[src/rtl/axi_store_unit.sv]
// axi_store_unit: turns one store request (address, right-justified data, size)
// into a single-beat AXI write. Misaligned requests complete with an error and
// issue no bus traffic. At most one transaction is in flight at a time.
module axi_store_unit #(
  parameter int ID_WIDTH   = 13,
  parameter int ADDR_WIDTH = 64,
  parameter int DATA_WIDTH = 64,
  parameter int STORE_ID   = 1
) (
  input  logic                    clk,
  input  logic                    reset,

  input  logic                    st_valid,
  output logic                    st_ready,
  input  logic [ADDR_WIDTH-1:0]   st_addr,
  input  logic [DATA_WIDTH-1:0]   st_data,
  input  logic [1:0]              st_size,
  output logic                    st_done,
  output logic                    st_err,

  output logic [ID_WIDTH-1:0]     m_axi_awid,
  output logic [ADDR_WIDTH-1:0]   m_axi_awaddr,
  output logic [7:0]              m_axi_awlen,
  output logic [2:0]              m_axi_awsize,
  output logic [1:0]              m_axi_awburst,
  output logic                    m_axi_awlock,
  output logic [3:0]              m_axi_awcache,
  output logic [2:0]              m_axi_awprot,
  output logic                    m_axi_awvalid,
  input  logic                    m_axi_awready,

  output logic [DATA_WIDTH-1:0]   m_axi_wdata,
  output logic [DATA_WIDTH/8-1:0] m_axi_wstrb,
  output logic                    m_axi_wlast,
  output logic                    m_axi_wvalid,
  input  logic                    m_axi_wready,

  input  logic [ID_WIDTH-1:0]     m_axi_bid,
  input  logic [1:0]              m_axi_bresp,
  input  logic                    m_axi_bvalid,
  output logic                    m_axi_bready
);

  localparam int STRB_W = DATA_WIDTH / 8;
  localparam int OFF_W  = $clog2(STRB_W);

  typedef enum logic [1:0] {IDLE, MISALIGN, SEND, RESP} state_t;

  state_t                  state;
  logic                    rst_sync;
  logic [ADDR_WIDTH-1:0]   addr_q;
  logic [DATA_WIDTH-1:0]   data_q;
  logic [1:0]              size_q;
  logic                    awvalid_q;
  logic                    wvalid_q;
  logic                    bready_q;
  logic                    done_q;
  logic                    err_q;
  logic                    misalign;
  logic                    resp_err;
  logic [STRB_W-1:0]       lane_mask;

  // Reset asserts immediately but releases on a clock edge; the core leaves
  // reset one edge after deassertion, so the first accept is on the second edge.
  always_ff @(posedge clk or negedge reset) begin
    if (!reset) rst_sync <= 1'b0;
    else        rst_sync <= 1'b1;
  end

  // Natural alignment check of the incoming request address against its size
  always_comb begin
    misalign = 1'b0;
    case (st_size)
      2'd0:    misalign = 1'b0;
      2'd1:    misalign = st_addr[0];
      2'd2:    misalign = |st_addr[1:0];
      default: misalign = |st_addr[2:0];
    endcase
  end

  // Unshifted byte-lane mask for the captured access size
  always_comb begin
    lane_mask = '0;
    case (size_q)
      2'd0:    lane_mask[0]   = 1'b1;
      2'd1:    lane_mask[1:0] = '1;
      2'd2:    lane_mask[3:0] = '1;
      default: lane_mask[7:0] = '1;
    endcase
  end

  // SLVERR and DECERR both have bresp[1] set
  assign resp_err = (m_axi_bresp inside {2'b10, 2'b11});

  // Request FSM: capture, AW/W issue with independent completion, B collect
  always_ff @(posedge clk or negedge rst_sync) begin
    if (!rst_sync) begin
      state     <= IDLE;
      addr_q    <= '0;
      data_q    <= '0;
      size_q    <= '0;
      awvalid_q <= 1'b0;
      wvalid_q  <= 1'b0;
      bready_q  <= 1'b0;
      done_q    <= 1'b0;
      err_q     <= 1'b0;
    end else begin
      done_q <= 1'b0;
      err_q  <= 1'b0;
      unique case (state)
        IDLE: begin
          if (st_valid) begin
            addr_q <= st_addr;
            data_q <= st_data;
            size_q <= st_size;
            if (misalign) begin
              state <= MISALIGN;
            end else begin
              state     <= SEND;
              awvalid_q <= 1'b1;
              wvalid_q  <= 1'b1;
            end
          end
        end
        MISALIGN: begin
          done_q <= 1'b1;
          err_q  <= 1'b1;
          state  <= IDLE;
        end
        SEND: begin
          if (awvalid_q && m_axi_awready) awvalid_q <= 1'b0;
          if (wvalid_q && m_axi_wready)   wvalid_q  <= 1'b0;
          // A channel counts as done if it finished earlier or finishes now
          if ((!awvalid_q || m_axi_awready) && (!wvalid_q || m_axi_wready)) begin
            state    <= RESP;
            bready_q <= 1'b1;
          end
        end
        RESP: begin
          if (m_axi_bvalid) begin
            bready_q <= 1'b0;
            done_q   <= 1'b1;
            err_q    <= resp_err | (m_axi_bid != ID_WIDTH'(STORE_ID));
            state    <= IDLE;
          end
        end
        default: state <= IDLE;
      endcase
    end
  end

  assign st_ready      = (state == IDLE);
  assign st_done       = done_q;
  assign st_err        = err_q;

  assign m_axi_awid    = ID_WIDTH'(STORE_ID);
  assign m_axi_awaddr  = addr_q;
  assign m_axi_awlen   = 8'd0;
  assign m_axi_awsize  = {1'b0, size_q};
  assign m_axi_awburst = 2'b01;
  assign m_axi_awlock  = 1'b0;
  assign m_axi_awcache = 4'd0;
  assign m_axi_awprot  = 3'd0;
  assign m_axi_awvalid = awvalid_q;

  assign m_axi_wdata   = data_q << {addr_q[OFF_W-1:0], 3'b000};
  assign m_axi_wstrb   = lane_mask << addr_q[OFF_W-1:0];
  assign m_axi_wlast   = wvalid_q;
  assign m_axi_wvalid  = wvalid_q;

  assign m_axi_bready  = bready_q;

endmodule

[config.mk]
export PLATFORM = sky130hd
export DESIGN_NAME = axi_store_unit
export DESIGN_NICKNAME = d
export VERILOG_FILES = /design/src/rtl/axi_store_unit.sv
export SDC_FILE = /design/constraint.sdc
export NUM_CORES = 1
export LEC_CHECK = 0
export ABC_AREA = 0
export CORE_AREA = 3 3 139 141
export DETAILED_ROUTE_END_ITERATION = 10
export DIE_AREA = 0 0 142 144
export GPL_ROUTABILITY_DRIVEN = 0
export PLACE_DENSITY = 0.8
export SETUP_SLACK_MARGIN = 0.5
export SYNTH_ARGS = -nofsm -noshare
export SYNTH_HDL_FRONTEND = slang
export SYNTH_SLANG_ARGS = --single-unit
[constraint.sdc]
create_clock -name clk -period 4.9 [get_ports clk]
set_input_delay 0.98 -clock clk [delete_from_list [all_inputs] [get_ports clk]]
set_output_delay 0.98 -clock clk [all_outputs]
set_load 0.02 [all_outputs]
==> flow_metrics.tcl <==
set metrics [dict create \
    die_w_um 142 \
    num_io_pins 328 \
    num_rows 49 \
    finClkSkew_ns 0.0127 \
    synth.area.top_cells "dfrtp_1 (45%), mux2_4 (18%), mux2_2 (8.0%), mux2i_1 (6.2%), buf_4 (4.0%)" \
    port_buffers 294 \
    antenna_found_initial 0 \
    slew_headroom 0.321 \
    place_worst_setup_slack_ns 1.17 \
    drtAntennaViolNets 0 \
    syn_area_um2 7740 \
    cts_buffer_depth 2 \
    wire_per_inst_um 20.6 \
    hold_viol_final 0 \
    post-route-min-period_ns 4.23 \
    worst-path-max-fanout 30 \
    routed_wl_mm 22.8 \
    synth_top_area_share 0.446 \
    hold_class "reg -> async" \
    diodes 0 \
    grt-ovfl-total 0 \
    viasPerCell 5.28 \
    first_iter_violations 355 \
    core-area_um2 18100 \
    layout_setup_ws_ns 0.670 \
    grt_pass1_vias 6222 \
    drive_gt1_frac 0.226 \
    yosys.area.top_type "dfrtp_1" \
    fin_util 0.617 \
    grt_max_degree 78 \
    dp_hpwl_mm 16.7 \
    async_flop_share 1.00 \
    tightest_slew_ns 1.02 \
    finalCritPeriodShare 0.863 \
    power.leakage_uw 0.00471 \
    synth.avg_cell_area_um2 13.0 \
    clkSinkCount 138 \
    root_buffer "clkbuf_16" \
    vias 5853 \
    ys_types 41 \
    path_clk_slew_ns 0.06 \
    arrival_ns 3.25 \
    setup_viol 0 \
    regArea_um2 3460 \
    synth_cells 596 \
    synth_seq_area_share 0.446 \
    nFillCells 1427 \
    fmax_mhz 236 \
    area_delta_synth_final_pct 44.3 \
    p_per_area_nw_per_um2 835 \
    cts_buffers 17 \
    drv_slew 0 \
    r2r_setup_slack_ns 2.82 \
    h-tree-depth 4 \
    grt_usage 0.222 \
    synth_top_flop_cell "dfrtp_1" \
    ys_warn_count 0 \
    rsz0062_at_grt "no" \
    whs_ns 0.470 \
    dr.pass1.iters 4 \
    initial_core_util 0.428 \
    ctsHoldBuffers 0 \
    fin_nets 1018 \
    status "complete, no violations" \
    peakVddDrop_uv 414 \
    ys_ff_latch 138 \
    grt_pass1_wl_mm 34.9 \
    setup_tns_ns 0 \
    critPathKind "reg -> out" \
    cts_tree "built" \
    required_ns 3.92 \
    worst_skew_pair.late_latency_ns 0.42 \
    maxCapViolCount 0 \
    critPathLaunchType "flip-flop" \
    post_cts_resized 0 \
    drc 0 \
    die_area_um2 20400 \
    synth_edf_count 0 \
    crit_path_end_kind "primary output" \
    postCtsSetupRepairBufs 0 \
    die_height_um 144 \
    multi_input_area_um2 3780 \
]
## synthesized netlist by cell type, types with 8 or more instances
cell type / number
dfrtp_1: 138
buf_6: 16
o21a_1: 9
a2bb2oi_1: 8
buf_2: 15
buf_4: 41
nor2_1: 31
and2_1: 15
a221oi_1: 14
mux2_4: 91
o22ai_1: 17
mux2_2: 55
nor2b_1: 16
a221o_1: 10
mux2i_1: 48
a211oi_1: 19
## metal layers
metal	share of wire	wire length [um]	track usage
met1	0.41	9310	0.274
met2	0.48	11100	0.367
met3	0.086	1960	0.0718
met4	0.022	492	0.0788
met5	0	0	0
## where the power goes
part / switching, uW / total [uW] / leakage (uW) / internal, uW
registers: 633 / 2360 / 0.00163 / 1720
clock network: 513 / 1290 / 0.000278 / 779
logic: 2690 / 5680 / 0.00281 / 2980
## layout by cell type (no fill, tap or decap), types with 15 or more instances in the layout
master and count:
nor2b_1 16, mux2_4 91, clkbuf_16 17, mux2i_1 48, nor2_1 31, clkdlybuf4s50_1 294, conb_1 33, and2_1 15
a211oi_1 19, dfrtp_1 134, mux2_2 55, o22ai_1 17
## state kept, by name, summed over array words and instances (netlist names)
signal         count
data_q            64
m_axi_awaddr      64
m_axi_awvalid      1
m_axi_bready       1
m_axi_wlast        1
rst_sync           1
size_q             2
st_done            1
st_err             1
state              2
## logic make-up after synthesis
| family | count (synthesis) | share of synthesized area |
|---|---|---|
| AND/OR/NAND/NOR | 83 | 0.0580 |
| flip-flops | 138 | 0.446 |
| AO/OA/AOI/OAI | 93 | 0.0952 |
| buffers and inverters | 86 | 0.0810 |
| multiplexers | 194 | 0.319 |
| other | 2 | 0.000970 |
## path summary, 6_finish.rpt
path                                 startpoint               end  cells after the start
worst min-delay path                   rst_sync  m_axi_awaddr[15]                      0
min in group clk                   m_axi_bready      m_axi_bready                      1
max in group asynchronous              rst_sync   m_axi_awaddr[2]                      1
worst max register to register         state[0]        data_q[61]                      4
worst min register to register         rst_sync  m_axi_awaddr[15]                      0
worst max-delay path            m_axi_awaddr[0]   m_axi_wdata[52]                      5
## area by class of cell
class / count / share of cell area
Sequential cell: 138 / 0.310
Clock inverter: 12 / 0.0124
Multi-Input combinational cell: 403 / 0.338
Clock buffer: 19 / 0.0406
Tap cell: 229 / 0.0257
Timing Repair Buffer: 303 / 0.272
Inverter: 4 / 0.00134
## worst max-delay path, stage by stage, from the launching register on
cell and delay (ns):
dfrtp_2 0.81, buf_4 0.53, mux2i_1 0.17, a2bb2oi_1 0.17
a221oi_1 0.44, clkdlybuf4s50_1 0.70
## through the flow
step	area, um2	cells	total power [uW]
5_1_grt	11200	1108	9840
4_1_cts	11200	1108	9390
6_report	11200	1108	9330
2_1_floorplan	7860	627	5820
3_5_place_dp	10600	1077	8040
3_3_place_gp	10600	1077	7970
No activity file was read; power rests on OpenSTA's default activity.
